### src/rtl/mem_port_arbiter.sv
// mem_port_arbiter: shares one single-port memory between instruction fetch
// and data access using a req/ack handshake with variable wait states.
// Data requests take priority over fetch. The optional access timeout is
// enabled by defining MEM_TIMEOUT_EN; in the default build accesses wait
// indefinitely and bus_err is tied low.
module mem_port_arbiter #(
    parameter int unsigned ADDR_W = 32,
    parameter int unsigned DATA_W = 32,
    parameter int unsigned MAX_WAIT = 15,
    parameter logic [DATA_W-1:0] NOP_INSTR = DATA_W'(32'h0000_0013)
) (
    input  logic              clk,
    input  logic              rst_n,
    input  logic              if_req,
    input  logic [ADDR_W-1:0] if_addr,
    output logic [DATA_W-1:0] if_rdata,
    output logic              if_valid,
    input  logic              d_req,
    input  logic              d_wen,
    input  logic [ADDR_W-1:0] d_addr,
    input  logic [DATA_W-1:0] d_wdata,
    output logic [DATA_W-1:0] d_rdata,
    output logic              d_valid,
    output logic              mem_req,
    output logic              mem_wen,
    output logic [ADDR_W-1:0] mem_addr,
    output logic [DATA_W-1:0] mem_wdata,
    input  logic [DATA_W-1:0] mem_rdata,
    input  logic              mem_ack,
    output logic              stall_o,
    output logic              bus_err
);

    typedef enum logic [1:0] {
        IDLE  = 2'd0,
        FETCH = 2'd1,
        DATA  = 2'd2,
        RESP  = 2'd3
    } state_t;

    state_t state;

`ifdef MEM_TIMEOUT_EN
    localparam int unsigned CNT_W =
        ($clog2(MAX_WAIT + 1) > 4) ? $clog2(MAX_WAIT + 1) : 4;

    logic [CNT_W-1:0] wait_cnt;
`else
    // Timeout configuration is meaningless without the feature.
    logic unused_cfg;
    assign unused_cfg = ^{32'(MAX_WAIT), NOP_INSTR};
    assign bus_err    = 1'b0;
`endif

    // Hold the pipeline while a request is outstanding; release in the valid cycle.
    assign stall_o = (if_req & ~if_valid) | (d_req & ~d_valid);

    // Arbitration FSM with registered memory-side and response outputs.
    always_ff @(posedge clk) begin
        if (!rst_n) begin
            state     <= IDLE;
            mem_req   <= 1'b0;
            mem_wen   <= 1'b0;
            mem_addr  <= '0;
            mem_wdata <= '0;
            if_valid  <= 1'b0;
            d_valid   <= 1'b0;
            if_rdata  <= '0;
            d_rdata   <= '0;
`ifdef MEM_TIMEOUT_EN
            wait_cnt  <= '0;
            bus_err   <= 1'b0;
`endif
        end else begin
            if_valid <= 1'b0;
            d_valid  <= 1'b0;
            case (state)
                IDLE: begin
                    // Data is the older instruction, so it always wins.
                    if (d_req) begin
                        state     <= DATA;
                        mem_req   <= 1'b1;
                        mem_wen   <= d_wen;
                        mem_addr  <= d_addr;
                        mem_wdata <= d_wdata;
`ifdef MEM_TIMEOUT_EN
                        wait_cnt  <= '0;
`endif
                    end else if (if_req) begin
                        state    <= FETCH;
                        mem_req  <= 1'b1;
                        mem_wen  <= 1'b0;
                        mem_addr <= if_addr;
`ifdef MEM_TIMEOUT_EN
                        wait_cnt <= '0;
`endif
                    end
                end
                FETCH, DATA: begin
                    if (mem_ack) begin
                        state   <= RESP;
                        mem_req <= 1'b0;
                        mem_wen <= 1'b0;
                        if (state == FETCH) begin
                            if_rdata <= mem_rdata;
                            if_valid <= 1'b1;
                        end else begin
                            d_rdata <= mem_wen ? '0 : mem_rdata;
                            d_valid <= 1'b1;
                        end
                    end
`ifdef MEM_TIMEOUT_EN
                    else if (wait_cnt == CNT_W'(MAX_WAIT - 1)) begin
                        // Give up: complete with a harmless result and flag the error.
                        state   <= RESP;
                        mem_req <= 1'b0;
                        mem_wen <= 1'b0;
                        bus_err <= 1'b1;
                        if (state == FETCH) begin
                            if_rdata <= NOP_INSTR;
                            if_valid <= 1'b1;
                        end else begin
                            d_rdata <= '0;
                            d_valid <= 1'b1;
                        end
                    end else begin
                        wait_cnt <= wait_cnt + CNT_W'(1);
                    end
`endif
                end
                RESP: begin
                    // Requests seen here belong to the access just completed.
                    state <= IDLE;
                end
                default: begin
                    state <= IDLE;
                end
            endcase
        end
    end

endmodule

### config.mk
export PLATFORM = sky130hd
export DESIGN_NAME = mem_port_arbiter
export DESIGN_NICKNAME = d
export VERILOG_FILES = /design/src/rtl/mem_port_arbiter.sv
export SDC_FILE = /design/constraint.sdc
export NUM_CORES = 1
export LEC_CHECK = 0
export BUFFER_PORTS_ARGS = -buffer_cell sky130_fd_sc_hd__buf_2
export CORE_MARGIN = 8
export CORE_UTILIZATION = 48
export DETAILED_ROUTE_END_ITERATION = 10
export GPL_TIMING_DRIVEN = 0
export PLACE_DENSITY = 0.86
export SLEW_MARGIN = 20
export SYNTH_ARGS = -nofsm -noshare
export SYNTH_HDL_FRONTEND = slang
export SYNTH_SLANG_ARGS = --single-unit
export TNS_END_PERCENT = 30
### constraint.sdc
create_clock -name clk -period 3.25 [get_ports clk]
set_clock_uncertainty 0.1 [all_clocks]
set_input_delay 0.325 -clock clk [delete_from_list [all_inputs] [get_ports clk]]
set_output_delay 0.325 -clock clk [all_outputs]
set_load 0.02 [all_outputs]
# == Word level (Yosys, flattened, before mapping) ==
# Cells that the tools add are included.
# op_classes
n_eq_ne,5
mux,16
n_bitwise,6
n_reduce_logical,11
# op_table
operator,count
two-way mux 32 bit,3
AND reduction 3 bit,4
two-way mux 1 bit,7
two-way mux 2 bit,3
one-hot mux 2 bit (3 select lines),1
AND reduction 2 bit,3
equality test 2 bit (second input constant),2
one-hot mux 1 bit (2 select lines),2
nonzero test 2 bit,2
!= test 3 bit (second input constant),1
inverter 1 bit,3
bitwise AND 1 bit,2
equality test 2 x 1 -> 1 bit (second input constant),1
logical NOT 2 bit,1
!= test 2 bit (second input constant),1
OR reduction 2 bit,1
bitwise OR 1 bit,1
# word_totals
register_bits,134
in_bits,134
output_inout_bits,134
wordCells,47

# == Longest topological paths before layout ==
# logic_depth
depth_word,4
mapped_depth,7
depth_no_buf,5

# == Worst setup path after synthesis ==
# OpenSTA, ideal clock, no wires.
# synth_timing
path_type,reg-to-reg
startpoint,register state[0]
endpoint,register d_rdata[0]
setup_ns,0.117
arrival_time_ns,1.375
required_time_ns,3.033
setup_slack_ns,1.658
stages_incl_launch_ff,7
n_path_buf,1
period_less_slack_ns,1.592
cell_sequence,dfxtp_1 > inv_1 > ha_1 > nand3b_4 > and2_4 > buf_6 > a22o_1
# synth_via
elab_chain_len,3
elab_cells_between_ends,5
cone_classes,2 x eq/ne; 1 x bitwise; 2 x reduce/logical
# synth_lines
element,line,text
start: declaration,41,state_t state;
start signal: assignment,61,state <= IDLE;
start signal: assignment,81,state <= DATA;
start signal: assignment,90,state <= FETCH;
equality test 2 x 1 -> 1 bit or equality test 2 bit (tied branches),"77, 104",
OR reduction 2 bit or inverter 1 bit (tied branches),n/a,
AND reduction 3 bit (no source line) *,n/a,
end signal: assignment,108,d_rdata <= mem_wen ? '0 : mem_rdata;
end: declaration,22,"output logic [DATA_W-1:0] d_rdata,"
# Every way passes the cells marked *; elsewhere a longest branch is shown, timed or not.
# A chain may end at the register's enable or synchronous reset.

# == Worst setup path in the final report ==
# layout_timing
startpoint,register state[1]
endpoint,register if_rdata[13]
# layout_via
elab_chain_len,3
elab_cells_between_ends,4
cone_classes,2 x eq/ne; 2 x reduce/logical
# layout_lines
element,line,text
equality test 2 x 1 -> 1 bit or equality test 2 bit (tied branches),"77, 104",
OR reduction 2 bit,77,case (state)
AND reduction 3 bit (no source line) *,n/a,
end signal: assignment,105,if_rdata <= mem_rdata;
end: declaration,16,"output logic [DATA_W-1:0] if_rdata,"
# Marked as above.

==> flow_summary.ini <==
[finish]
multiInputGateArea_um2 = 2029
nFillCells = 706
area_growth_syn_to_layout_pct = 55.06
regArea_um2 = 2683
drive_gt1_share_pct = 36.66
fin_util_pct = 76.01
nets = 1027

[timing]
hold_viol = 0
period_minus_slack_ps = 1852
final.period_utilization_pct = 56.98
slew_headroom_pct = 63.76
rsz0062_at_grt = no
setup_viol = 0
worst_slew_pin_slew_ps = 543.6
clock.fmax_mhz = 540.0
tns_ps = 0
slew_violations = 0

[logic_synthesis]
syn_area_per_cell_um2 = 9.270
synth_seq_cells = 134
synth_nets = 678
synth_area_leaders = dfxtp_1, nand2_1, a21oi_1, mux2i_1, a22o_1
synth_cell_types = 31
netlist_area_um2 = 5015
yosys_warnings = 0
yosysTopAreaCellShare_pct = 53.49
synth_common_cells = nand2_1, dfxtp_1, a21oi_1
synth_edf_count = 0
seq_area_frac_synth_pct = 53.49
yosysMostFrequentCell = nand2_1
synth_ff_type = dfxtp_1
synth_cells = 541
yosys.area.top_type = dfxtp_1
synthArstFlopShare_pct = 0

[worst_setup_path]
cp-start-kind = flip-flop
worst_setup_path_end_kind = flip-flop
crit_fanout = 10
critPathKind = flip-flop to flip-flop
arrival_ps = 2160
worst_ep_required_time_ps = 3560

[placement]
hpwl_um = 12340
port_buffers = 266
gp_congestion = 0.8427

[detailed_routing]
drtPass1Iterations = 5
drtIter0Drc = 424
viasPerCell = 5.139
via_count = 5345
ant_nets = 0
wire_per_inst_um = 17.30
wl_um = 17990
drc = 0

[clock_tree]
clkTransAtPathRegs_ps = 60
clockBufferDepth = 2
cts_tree = yes
cts_resized = 0
worstSkewPairLatency_ps = 490
postCtsSetupBuffers = 0
ctsRootBufferMaster = clkbuf_8
cts_sinks = 134
htree_levels = 4
cts_buffers = 17

[global_routing]
grt_use_total_pct = 25.01
grt_start_max_net_pins = 17
grt-ovfl-total = 0
grt_pass1_wl_um = 28750
antenna_found_initial = 1
first_global_vias = 5797

[run]
drv_cap = 0

[floorplanning]
fp.dieW_um = 118.2
initial_utilization_pct = 49.02
io_pins = 268
die_area_um2 = 13970
die_y_um = 118.2
core-area_um2 = 10230
num_rows = 37

[status]
outcome = finished, final reports clean

[pwr]
ir_worst_vdd_mv = 0.4714
power.density_nw_per_um2 = 813.3
power_leakage_nw = 3.762

[worst_hold_path]
holdCritPathClass = input pin to flip-flop
[state kept, by name, indices dropped and copies added, names as in the netlist]
name	cells
d_rdata	32
d_valid	1
if_rdata	32
if_valid	1
mem_addr	32
mem_req	1
mem_wdata	32
mem_wen	1
state	2
[final timing paths]
kind                               from                          to  slack [ps]  depth (start not counted)
max               state[1]$_SDFFE_PN0P_   if_rdata[13]$_SDFFE_PN0P_        1400                          6
max reg2reg       state[1]$_SDFFE_PN0P_   if_rdata[13]$_SDFFE_PN0P_        1400                          6
min                               d_wen        mem_wen$_SDFFE_PN0P_          30                          3
min reg2reg  mem_wdata[15]$_SDFFE_PN0P_  mem_wdata[15]$_SDFFE_PN0P_         350                          2
[timing repair]
item	CTS	global route
setup endpoints to repair	0	0
hold buffers	64	0
endpoints found under the hold margin	94	0
[worst max-delay path, cell delays in order (launching register included)]
cell	delay, ps
dfxtp_1	330
inv_1	70
ha_1	260
nand2_1	210
clkbuf_1	460
nand2_1	130
a21oi_1	210
[routing by layer]
| layer | part of all wire, % | global-route usage (%) | vias up |
|---|---|---|---|
| li1 | - | - | 2551 |
| met1 | 39 | 25.86 | 2480 |
| met2 | 49 | 43.77 | 262 |
| met3 | 8.5 | 9.567 | 52 |
| met4 | 3.8 | 12.09 | 0 |
| met5 | 0 | 0 | - |
[power breakdown]
group / internal [W] / total, W / leakage, nW / switching, W
logic: 0.000814 / 0.00217 / 2.37 / 0.00135
registers: 0.00200 / 0.00218 / 1.10 / 0.000187
clock network: 0.00121 / 0.00198 / 0.296 / 0.000762
[cells in the final DEF (no fill, tap or decap), drive strengths merged]
master / Yosys / routed
buf: 34 / 300
nand2: 135 / 135
dfxtp: 134 / 134
a21oi: 71 / 71
dlygate4sd3: 0 / 64
nor2: 34 / 34
mux2i: 33 / 33
a211oi: 32 / 32
a22o: 30 / 30
clkbuf: 9 / 27
inv: 6 / 11
clkinv: 0 / 4
ha: 3 / 3
bufinv: 0 / 3
or3b: 3 / 3
and2: 3 / 3
a311oi: 2 / 2
clkinvlp: 0 / 2
diode: 0 / 1
o22ai: 1 / 1
nand3b: 1 / 1
nand3: 1 / 1
nor3: 1 / 1
o21a: 1 / 1
or2b: 1 / 1
nor2b: 1 / 1
nor3b: 1 / 1
nand2b: 1 / 1
o32ai: 1 / 1
nand4b: 1 / 1
conb: 1 / 1
[area by class of cell]
class / count / share of cell area, %
Sequential cell: 134 / 34.50
Clock inverter: 14 / 2.430
Inverter: 6 / 0.2896
Timing Repair Buffer: 330 / 25.36
Tap cell: 136 / 2.188
Multi-Input combinational cell: 358 / 26.10
Antenna cell: 1 / 0.03218
Buffer: 43 / 3.604
Clock buffer: 18 / 5.503
[logic make-up (layout without fill, tap and decap cells)]
| group | count (synthesis) | in the layout | share of synthesized area, % |
|---|---|---|---|
| AND/OR/NAND/NOR | 183 | 183 | 15.15 |
| AO/OA/AOI/OAI | 138 | 138 | 17.91 |
| flip-flops | 134 | 134 | 53.49 |
| buffers and inverters | 49 | 411 | 6.038 |
| multiplexers | 33 | 33 | 6.587 |
| adder cells (fa/ha/maj) | 3 | 3 | 0.7486 |
| other | 1 | 2 | 0.07478 |
[stage by stage]
step           std cells  power [W]  setup WS, ps  area, um^2  hold WS (ps)
5_1_grt             1040   0.006640          1222        7776         33.63
4_1_cts             1039   0.006319          1447        7774         4.892
3_3_place_gp         943   0.004246          1499        6516         335.4
2_1_floorplan        541   0.003569          1658        5015         350.5
3_5_place_dp         943   0.004282          1472        6516         343.2
6_report            1040   0.006325          1398        7776         28.37
No activity file was read; power rests on OpenSTA's default activity.
